==> src/rtl/colour_pkg.sv <==
// colour_pkg
//   Shared definitions for the colour palette: the eight standard colour
//   indices, the default channel width, the palette FSM state type and a
//   helper that builds the default table entry for a given index/width.
package colour_pkg;

  localparam int CH_W_DEFAULT = 8;
  // Widest channel the default-entry helper can describe.
  localparam int MAX_CH_W     = 32;
  localparam int ENT_W        = 3 * MAX_CH_W;

  localparam logic [2:0] BLACK   = 3'd0;
  localparam logic [2:0] BLUE    = 3'd1;
  localparam logic [2:0] GREEN   = 3'd2;
  localparam logic [2:0] CYAN    = 3'd3;
  localparam logic [2:0] RED     = 3'd4;
  localparam logic [2:0] MAGENTA = 3'd5;
  localparam logic [2:0] YELLOW  = 3'd6;
  localparam logic [2:0] WHITE   = 3'd7;

  typedef enum logic {
    ST_IDLE    = 1'b0,
    ST_RESTORE = 1'b1
  } state_t;

  // Default entry for index idx, packed {R,G,B} with ch_w bits per channel
  // in the low 3*ch_w bits. Index bit2/1/0 selects R/G/B fully on; indices
  // 8 and above are black. Caller truncates to its own rgb width.
  function automatic logic [ENT_W-1:0] default_entry(input int idx, input int ch_w);
    logic [ENT_W-1:0] ones;
    logic [ENT_W-1:0] ent;
    ones = (ENT_W'(1) << ch_w) - ENT_W'(1);
    ent  = '0;
    if (idx >= 0 && idx < 8) begin
      if ((idx & 4) != 0) ent = ent | (ones << (2 * ch_w));
      if ((idx & 2) != 0) ent = ent | (ones << ch_w);
      if ((idx & 1) != 0) ent = ent | ones;
    end
    return ent;
  endfunction

endpackage

==> src/rtl/palette_dim.sv <==
// palette_dim
//   Combinational brightness dimmer: each of the three packed colour
//   channels is logically shifted right by i_dim on its own, so no bits
//   spill from one channel into the next.
//   Ports:
//     i_rgb  in  3*CH_W  packed {R,G,B}
//     i_dim  in  2       right-shift amount
//     o_rgb  out 3*CH_W  dimmed {R,G,B}
module palette_dim
  import colour_pkg::*;
#(
  parameter int CH_W = CH_W_DEFAULT
) (
  input  logic [3*CH_W-1:0] i_rgb,
  input  logic [1:0]        i_dim,
  output logic [3*CH_W-1:0] o_rgb
);

  genvar gi;
  generate
    for (gi = 0; gi < 3; gi++) begin : g_ch
      assign o_rgb[gi*CH_W +: CH_W] = i_rgb[gi*CH_W +: CH_W] >> i_dim;
    end
  endgenerate

endmodule

==> src/rtl/colour_palette.sv <==
// colour_palette
//   Writable colour palette: maps an index to a packed {R,G,B} word through
//   a two-stage registered read pipeline with per-read dimming. The table
//   lives in flops so reset reloads the standard colours directly; a
//   restore operation rewrites every entry with its default, one per cycle.
//   Ports:
//     clk, rst_n          clock, asynchronous active-low reset
//     rd_en/rd_addr/dim   read request, index and right-shift for that read
//     wr_en/wr_addr/wr_data  entry write {R,G,B}
//     restore_req         pulse: reload the default table
//     busy                restore in progress
//     rgb/rgb_valid       dimmed read result and its one-cycle valid pulse
module colour_palette
  import colour_pkg::*;
#(
  parameter int ADDR_W = 3,
  parameter int CH_W   = CH_W_DEFAULT
) (
  input  logic                clk,
  input  logic                rst_n,
  input  logic                rd_en,
  input  logic [ADDR_W-1:0]   rd_addr,
  input  logic [1:0]          dim,
  input  logic                wr_en,
  input  logic [ADDR_W-1:0]   wr_addr,
  input  logic [3*CH_W-1:0]   wr_data,
  input  logic                restore_req,
  output logic                busy,
  output logic [3*CH_W-1:0]   rgb,
  output logic                rgb_valid
);

  localparam int DEPTH = 2 ** ADDR_W;
  localparam int RGB_W = 3 * CH_W;
  localparam logic [ADDR_W-1:0] LAST = ADDR_W'(DEPTH - 1);

  state_t            r_state;
  logic [ADDR_W-1:0] r_cnt;
  logic              r_busy;
  logic [RGB_W-1:0]  r_mem [DEPTH];
  logic [RGB_W-1:0]  w_def [DEPTH];

  logic              r_s1_valid;
  logic [RGB_W-1:0]  r_s1_data;
  logic [1:0]        r_s1_dim;
  logic [RGB_W-1:0]  r_rgb;
  logic              r_rgb_valid;
  logic [RGB_W-1:0]  w_dimmed;

  logic w_idle;
  logic w_rd;
  logic w_wr;

  // Reads and writes are only honoured while idle; during a restore the
  // table port belongs to the restore counter.
  assign w_idle = (r_state == ST_IDLE);
  assign w_rd   = w_idle & rd_en;
  assign w_wr   = w_idle & wr_en;

  // Constant default table, shared by reset and the restore sequence.
  genvar gi;
  generate
    for (gi = 0; gi < DEPTH; gi++) begin : g_def
      assign w_def[gi] = RGB_W'(default_entry(gi, CH_W));
    end
  endgenerate

  // Restore FSM. busy is high for exactly the DEPTH cycles spent in RESTORE.
  always_ff @(posedge clk or negedge rst_n) begin
    if (!rst_n) begin
      r_state <= ST_IDLE;
      r_cnt   <= '0;
      r_busy  <= 1'b0;
    end else begin
      case (r_state)
        ST_IDLE: begin
          if (restore_req) begin
            r_state <= ST_RESTORE;
            r_cnt   <= '0;
            r_busy  <= 1'b1;
          end
        end
        ST_RESTORE: begin
          r_cnt <= r_cnt + 1'b1;
          if (r_cnt == LAST) begin
            r_state <= ST_IDLE;
            r_busy  <= 1'b0;
          end
        end
        default: begin
          r_state <= ST_IDLE;
          r_busy  <= 1'b0;
        end
      endcase
    end
  end

  // Table storage. A write in the same idle cycle as restore_req lands
  // first and is overwritten later by the restore sweep.
  always_ff @(posedge clk or negedge rst_n) begin
    if (!rst_n) begin
      for (int i = 0; i < DEPTH; i++) begin
        r_mem[i] <= w_def[i];
      end
    end else if (!w_idle) begin
      r_mem[r_cnt] <= w_def[r_cnt];
    end else if (w_wr) begin
      r_mem[wr_addr] <= wr_data;
    end
  end

  // Stage 1: capture the entry (write-first on an address match) and dim.
  always_ff @(posedge clk or negedge rst_n) begin
    if (!rst_n) begin
      r_s1_valid <= 1'b0;
      r_s1_data  <= '0;
      r_s1_dim   <= '0;
    end else begin
      r_s1_valid <= w_rd;
      if (w_rd) begin
        r_s1_data <= (w_wr && (wr_addr == rd_addr)) ? wr_data : r_mem[rd_addr];
        r_s1_dim  <= dim;
      end
    end
  end

  palette_dim #(.CH_W(CH_W)) u_dim (
    .i_rgb (r_s1_data),
    .i_dim (r_s1_dim),
    .o_rgb (w_dimmed)
  );

  // Stage 2: rgb only changes when a result arrives, otherwise it holds.
  always_ff @(posedge clk or negedge rst_n) begin
    if (!rst_n) begin
      r_rgb       <= '0;
      r_rgb_valid <= 1'b0;
    end else begin
      r_rgb_valid <= r_s1_valid;
      if (r_s1_valid) begin
        r_rgb <= w_dimmed;
      end
    end
  end

  assign busy      = r_busy;
  assign rgb       = r_rgb;
  assign rgb_valid = r_rgb_valid;

endmodule

==> config.mk <==
export PLATFORM = sky130hd
export DESIGN_NAME = colour_palette
export DESIGN_NICKNAME = d
export VERILOG_FILES = /design/src/rtl/colour_pkg.sv /design/src/rtl/palette_dim.sv /design/src/rtl/colour_palette.sv
export SDC_FILE = /design/constraint.sdc
export NUM_CORES = 1
export LEC_CHECK = 0
export BUFFER_PORTS_ARGS = -buffer_cell sky130_fd_sc_hd__buf_2
export CAP_MARGIN = 20
export CORE_UTILIZATION = 68
export CTS_BUF_LIST = sky130_fd_sc_hd__clkbuf_8
export DETAILED_ROUTE_END_ITERATION = 6
export HOLD_SLACK_MARGIN = 0.08
export PLACE_DENSITY = 0.87
export SYNTH_ARGS = -nofsm -noshare
export SYNTH_HDL_FRONTEND = slang
export SYNTH_SLANG_ARGS = --single-unit
==> constraint.sdc <==
create_clock -name clk -period 3.95 [get_ports clk]
set_input_delay 0.79 -clock clk [delete_from_list [all_inputs] [get_ports clk]]
set_output_delay 0.79 -clock clk [all_outputs]
set_load 0.01 [all_outputs]
==> Word level (Yosys, flattened, before mapping) <==
Memory sizes are Yosys's and may differ from the RTL's.
Index checks and enable logic that the tools add are counted.
{ "op_classes": {"n_addsub": 1, "n_mul": 0, "div": 0, "n_lt_le_gt_ge": 5, "n_eq_ne": 4, "shifts": 3, "mux": 22, "n_bitwise": 6, "reduce_logical": 5} }
{ "ops": {"columns": ["operator", "count"], "rows": [
  ["$bwmux W192", 2],
  ["$mux W192", 2],
  ["$mux W24", 7],
  ["$demux W24 S3", 2],
  ["$bmux W24 S3", 1],
  ["$shr A8 B2 Y8", 3],
  ["$ge A4 B4 Y1 const B", 3],
  ["$not A3 Y4", 3],
  ["$lt A4 B1 Y1 const B", 2],
  ["$pmux W3 S2", 1],
  ["$mux W1", 4],
  ["$pmux W1 S2", 2],
  ["$add A3 B1 Y3 const B", 1],
  ["$eq A3 B3 Y1", 1],
  ["$eq A3 B3 Y1 const B", 1],
  ["$logic_and A1 B1 Y1", 3],
  ["$mux W3", 1],
  ["$and A1 B1 Y1", 2],
  ["$ne A2 B1 Y1 const B", 1],
  ["$ne A2 B2 Y1 const B", 1],
  ["$reduce_and A2 Y1", 1],
  ["$reduce_bool A2 Y1", 1],
  ["$not A1 Y1", 1]
]} }
{ "totals": {"regBits": 249, "latch_bits": 0, "ramBits": 0, "mem_bits_ro": 192, "in_bits": 37, "out_inout_bits": 26, "word_cells": 63, "memories": 1} }
{ "memory_table": {"columns": ["name", "depth", "width", "rd", "rd_clocked_by_memory_dff", "wr", "line", "rtl"], "rows": [
  ["(name not given)", 8, 24, 1, 0, 0, "colour_palette.sv:106", "r_mem[r_cnt] <= w_def[r_cnt];"]
]} }

==> Logic depth before layout (Yosys ltp) <==
{ "depth": {"depth_word": 8, "ltp_mapped": 7, "depth_no_buf": 4} }

==> Cells and area by module <==
Synthesis repeated with hierarchy kept, for this count alone.
{ "unflattened": {"hier_cells": 1057, "hier_area_um2": 12806.0} }
{ "by_module_without_submodules": {"columns": ["module", "n_inst", "cells_per_inst", "area_per_inst_um2", "seq_area_each_um2"], "rows": [
  ["colour_palette", 1, 1007, 12316.8, 6351.1],
  ["palette_dim", 1, 50, 489.2, 0.0]
]} }

==> Worst setup path before layout <==
No wires, ideal clock.
{ "synth_path": {"kind": "in2reg", "start": "input port rd_addr[0]", "end": "register r_s1_data[21]", "setup_time_ns": 0.126, "arrival_ns": 2.109, "required_time_ns": 3.824, "path_slack_ns": 1.715, "path_stages": 5, "n_path_buf": 2, "cell_sequence": "buf_6 buf_4 mux4_2 mux2_2 a221o_1"} }
{ "synth_between": {"elab_chain_cells": 5, "elab_cells_between_ends": 7, "classes_between": "eq/ne: 1; mux: 4; bitwise: 1; reduce/logical: 1"} }
{ "synth_rtl": {"columns": ["item", "line", "rtl"], "rows": [
  ["start, declared", "colour_palette.sv:22", "input logic [ADDR_W-1:0] rd_addr,"],
  ["$not A3 Y4 (implied by the code)", "colour_palette.sv:121", "r_s1_data <= (w_wr && (wr_addr == rd_addr)) ? wr_data : r_mem[rd_addr];"],
  ["$bmux W24 S3", "colour_palette.sv:121", null],
  ["$mux W24 (implied by the code) (2 in series)", "colour_palette.sv:121", null],
  ["$mux W24 (*)", "colour_palette.sv:121", null],
  ["end signal, assigned", "colour_palette.sv:121", null],
  ["end, declared", "colour_palette.sv:44", "logic [RGB_W-1:0] r_s1_data;"]
]} }
Mark *: on every way between the ends. The rest lies on a longest branch, timed or not. The select of a mux whose other input is x is not followed.
A chain may end at the register's enable or synchronous reset.

==> Worst setup path in the final report <==
{ "layout_path": {"start": "register r_state", "end": "register r_s1_data[23]"} }
{ "layout_between": {"elab_chain_cells": 4, "elab_cells_between_ends": 5, "classes_between": "mux: 1; bitwise: 3; reduce/logical: 1"} }
{ "layout_rtl": {"columns": ["item", "line", "rtl"], "rows": [
  ["start, declared", "colour_palette.sv:37", "state_t r_state;"],
  ["start signal, assigned", "colour_palette.sv:71", "r_state <= ST_IDLE;"],
  ["start signal, assigned", "colour_palette.sv:78", "r_state <= ST_RESTORE;"],
  ["start signal, assigned", "colour_palette.sv:86", "r_state <= ST_IDLE;"],
  ["$not A1 Y1 (*)", null, null],
  ["$and A1 B1 Y1", "colour_palette.sv:58", "assign w_wr = w_idle & wr_en;"],
  ["$logic_and A1 B1 Y1", "colour_palette.sv:121", null],
  ["$mux W24", "colour_palette.sv:121", null]
]} }
Mark *: on every way between the ends. The rest lies on a longest branch, timed or not.

==> qor.yml <==
p_comb_frac: 0.309
regArea_um2: 6350
synth.net_count: 1096
drc: 9
avgSynthCellArea_um2: 12.0
synth_fa_ha_area_frac: 0.00197
path_clk_slew_ns: 0.07
dieHeight_um: 139
synth_area_um2: 12700
p_sw_frac: 0.344
ys_types: 54
post-dp-hpwl_um: 21800
grt_setup_unrepaired: "false"
crit_chain: "nand2b_1 > inv_1 > nor2_1 > a221oi_1"
grt_pass1_vias: 10300
detail_route.iter0.violations: 1144
root_buffer: "clkbuf_8"
pwr-share-seq: 0.447
worst_pin_slew_ns: 1.04
cts_tree: "yes"
final_cell_mix: "152 x dfrtp_1, 102 x nor2_1, 100 x o21ai_0, 96 x dfstp_2, 88 x mux2_2"
synth.mux.area_fraction: 0.224
die_area_um2: 19300
period_needed_ns: 2.56
start_util: 0.702
io-pin-count: 63
ys_ff_latch: 249
via_per_inst: 7.39
n_fill_cell: 1105
drive_gt1_frac: 0.367
clockBufferDepth: 3
cpPeakStageDelay_ns: 0.84
cp-start-kind: "flip-flop"
wire_per_inst_um: 26.5
synth_edf_count: 0
synth_xor_area_frac: 0.00206
r2r_setup_slack_ns: 1.39
fmax_ghz: 0.390
antenna_found_initial: 1
timing.final.ws_setup_ns: 1.39
htree_levels: 2
synthCells: 1057
fin_tns_setup_ns: 0
clkPwrFrac: 0.244
cts_setup_buffers: 0
crit_type: "reg2reg"
intPower_uw: 6170
die_x_um: 139
endpoint_kind: "flip-flop"
finalSetupViolCount: 0
gp_congestion: 0.910
switchingPower_uw: 3240
preCtsSetupSlack_ns: 1.27
io_buffer_count: 62
synth_ff_type: "dfrtp_1"
synthSimpleGateAreaFrac: 0.0996
first_pass_iters: 7
numClockSinks: 249
fin_crit_sh: 0.648
core_area_um2: 18100
synth_async_sr_flop_share: 1.00
area_growth_pct: 9.52
cp.required_ns: 4.37
cts_made_buffers: 41
drt_wl_total_um: 35600
overflow: 0
grt_usage: 0.382
clock_latency_ns: 0.54
layout.nets: 1128
failed_checks: "design-rule violations"
cap_viol_max_count: 0
cellPowerDensity_nw_per_um2: 674
yosysWarnings: 0
ir_drop_v: 0.000504
synth_compound_area_frac: 0.126
final.setup_skew_ns: 0.0178
multi_input_area_um2: 5790
rows: 49
cts_resized: 0
yosysSeqAreaShare: 0.499
finalHoldViolCount: 0
grt_pass1_wl_um: 56400
arrival_ns: 2.98
synth_top_family_by_area: "multiplexers"
slew_headroom: 0.306
slew_violations: 0
r2r_cells: 4
path_max_fanout: 39
vias: 9953
ant_nets: 0
hold_path.class: "in2async"
leakage_uw: 0.00601
status: "finished, violations left"
grt_max_degree: 95
layout_commonest_cell: "dfrtp_1"
hold_buffers: 0
slowest_stage: "inv_1"
worst max-delay path, delay by kind of cell, from the launching register on:
family,cells,cell delay [ns]
buf+inv,1,0.84
flops,1,0.68
simple gates,2,0.59
compound gates,1,0.32
cell families after synthesis:
family | Yosys count
AOI/OAI and AO/OA | 232
xor gates and xnor gates | 3
adders and majority gates | 2
buffers and inverters | 131
DFF | 249
muxes | 194
and+or+nand+nor | 246
layer usage:
metal / global-route usage / part of all wire / up-vias
met5: 0 / 0 / -
li1: - / - / 4037
met2: 0.590 / 0.46 / 769
met4: 0.202 / 0.053 / 0
met1: 0.507 / 0.37 / 4962
met3: 0.0925 / 0.12 / 185
registers in the layout, indices dropped and copies added, names as in the netlist:
signal and count:
busy 1, r_mem 192, r_s1_dim 2, r_state 1, r_s1_data 24, r_s1_valid 1, r_cnt 3, rgb_valid 1
rgb 24
cell usage after synthesis (all sizes together), types with 4 or more instances:
cell,n,area share
o311ai,49,0.034
o22ai,4,0.0020
inv,27,0.0080
a21boi,4,0.0035
mux2,101,0.093
a221o,6,0.0047
o211ai,20,0.012
nor2,103,0.031
a21o,19,0.011
nand2b,30,0.015
buf,41,0.021
mux4,57,0.10
nand2,4,0.0012
dfstp,96,0.20
mux2i,36,0.028
nor4,18,0.0088
nand3b,5,0.0029
clkbuf,63,0.019
nand3,58,0.023
and2,6,0.0029
o21ai,103,0.041
dfrtp,153,0.30
a221oi,18,0.012
area by class of cell:
cell class	count	area share
flip-flops and latches	249	0.455
multi-input cells	677	0.415
clock buffers	54	0.0533
repair buffers	93	0.0416
well taps	229	0.0205
inverters	27	0.00727
clock inverters	16	0.00619
diodes	1	0.000179
final timing paths:
path / start / to
min: rst_n / rgb[2]
min reg2reg: rgb[13] / rgb[13]
max in group asynchronous: rst_n / r_mem[93]
min in group clk: rgb[13] / rgb[13]
max: r_state / r_s1_data[23]
max reg2reg: r_state / r_s1_data[23]
power by group through the flow:
| stage | Combinational, uW | Clock (uW) | Sequential (uW) |
|---|---|---|---|
| 6_report | 2910 | 2290 | 4210 |
| 5_1_grt | 3090 | 2410 | 4270 |
| 4_1_cts | 2860 | 2290 | 4160 |
| 3_5_place_dp | 2820 | 0 | 4190 |
| 3_3_place_gp | 2700 | 0 | 4130 |
| 2_1_floorplan | 2150 | 0 | 3900 |
stage by stage:
stage | hold WS (ns) | util | total power, uW | area [um2] | std cells
2_1_floorplan | 0.409 | - | 6040 | 12700 | 1057
3_3_place_gp | 0.455 | 0.723 | 6830 | 13100 | 1275
3_5_place_dp | 0.462 | 0.723 | 7010 | 13100 | 1275
4_1_cts | 0.295 | 0.768 | 9310 | 13900 | 1345
5_1_grt | 0.316 | 0.768 | 9770 | 13900 | 1346
6_report | 0.271 | 0.768 | 9400 | 13900 | 1346
Power figures use the tool's default switching activity.
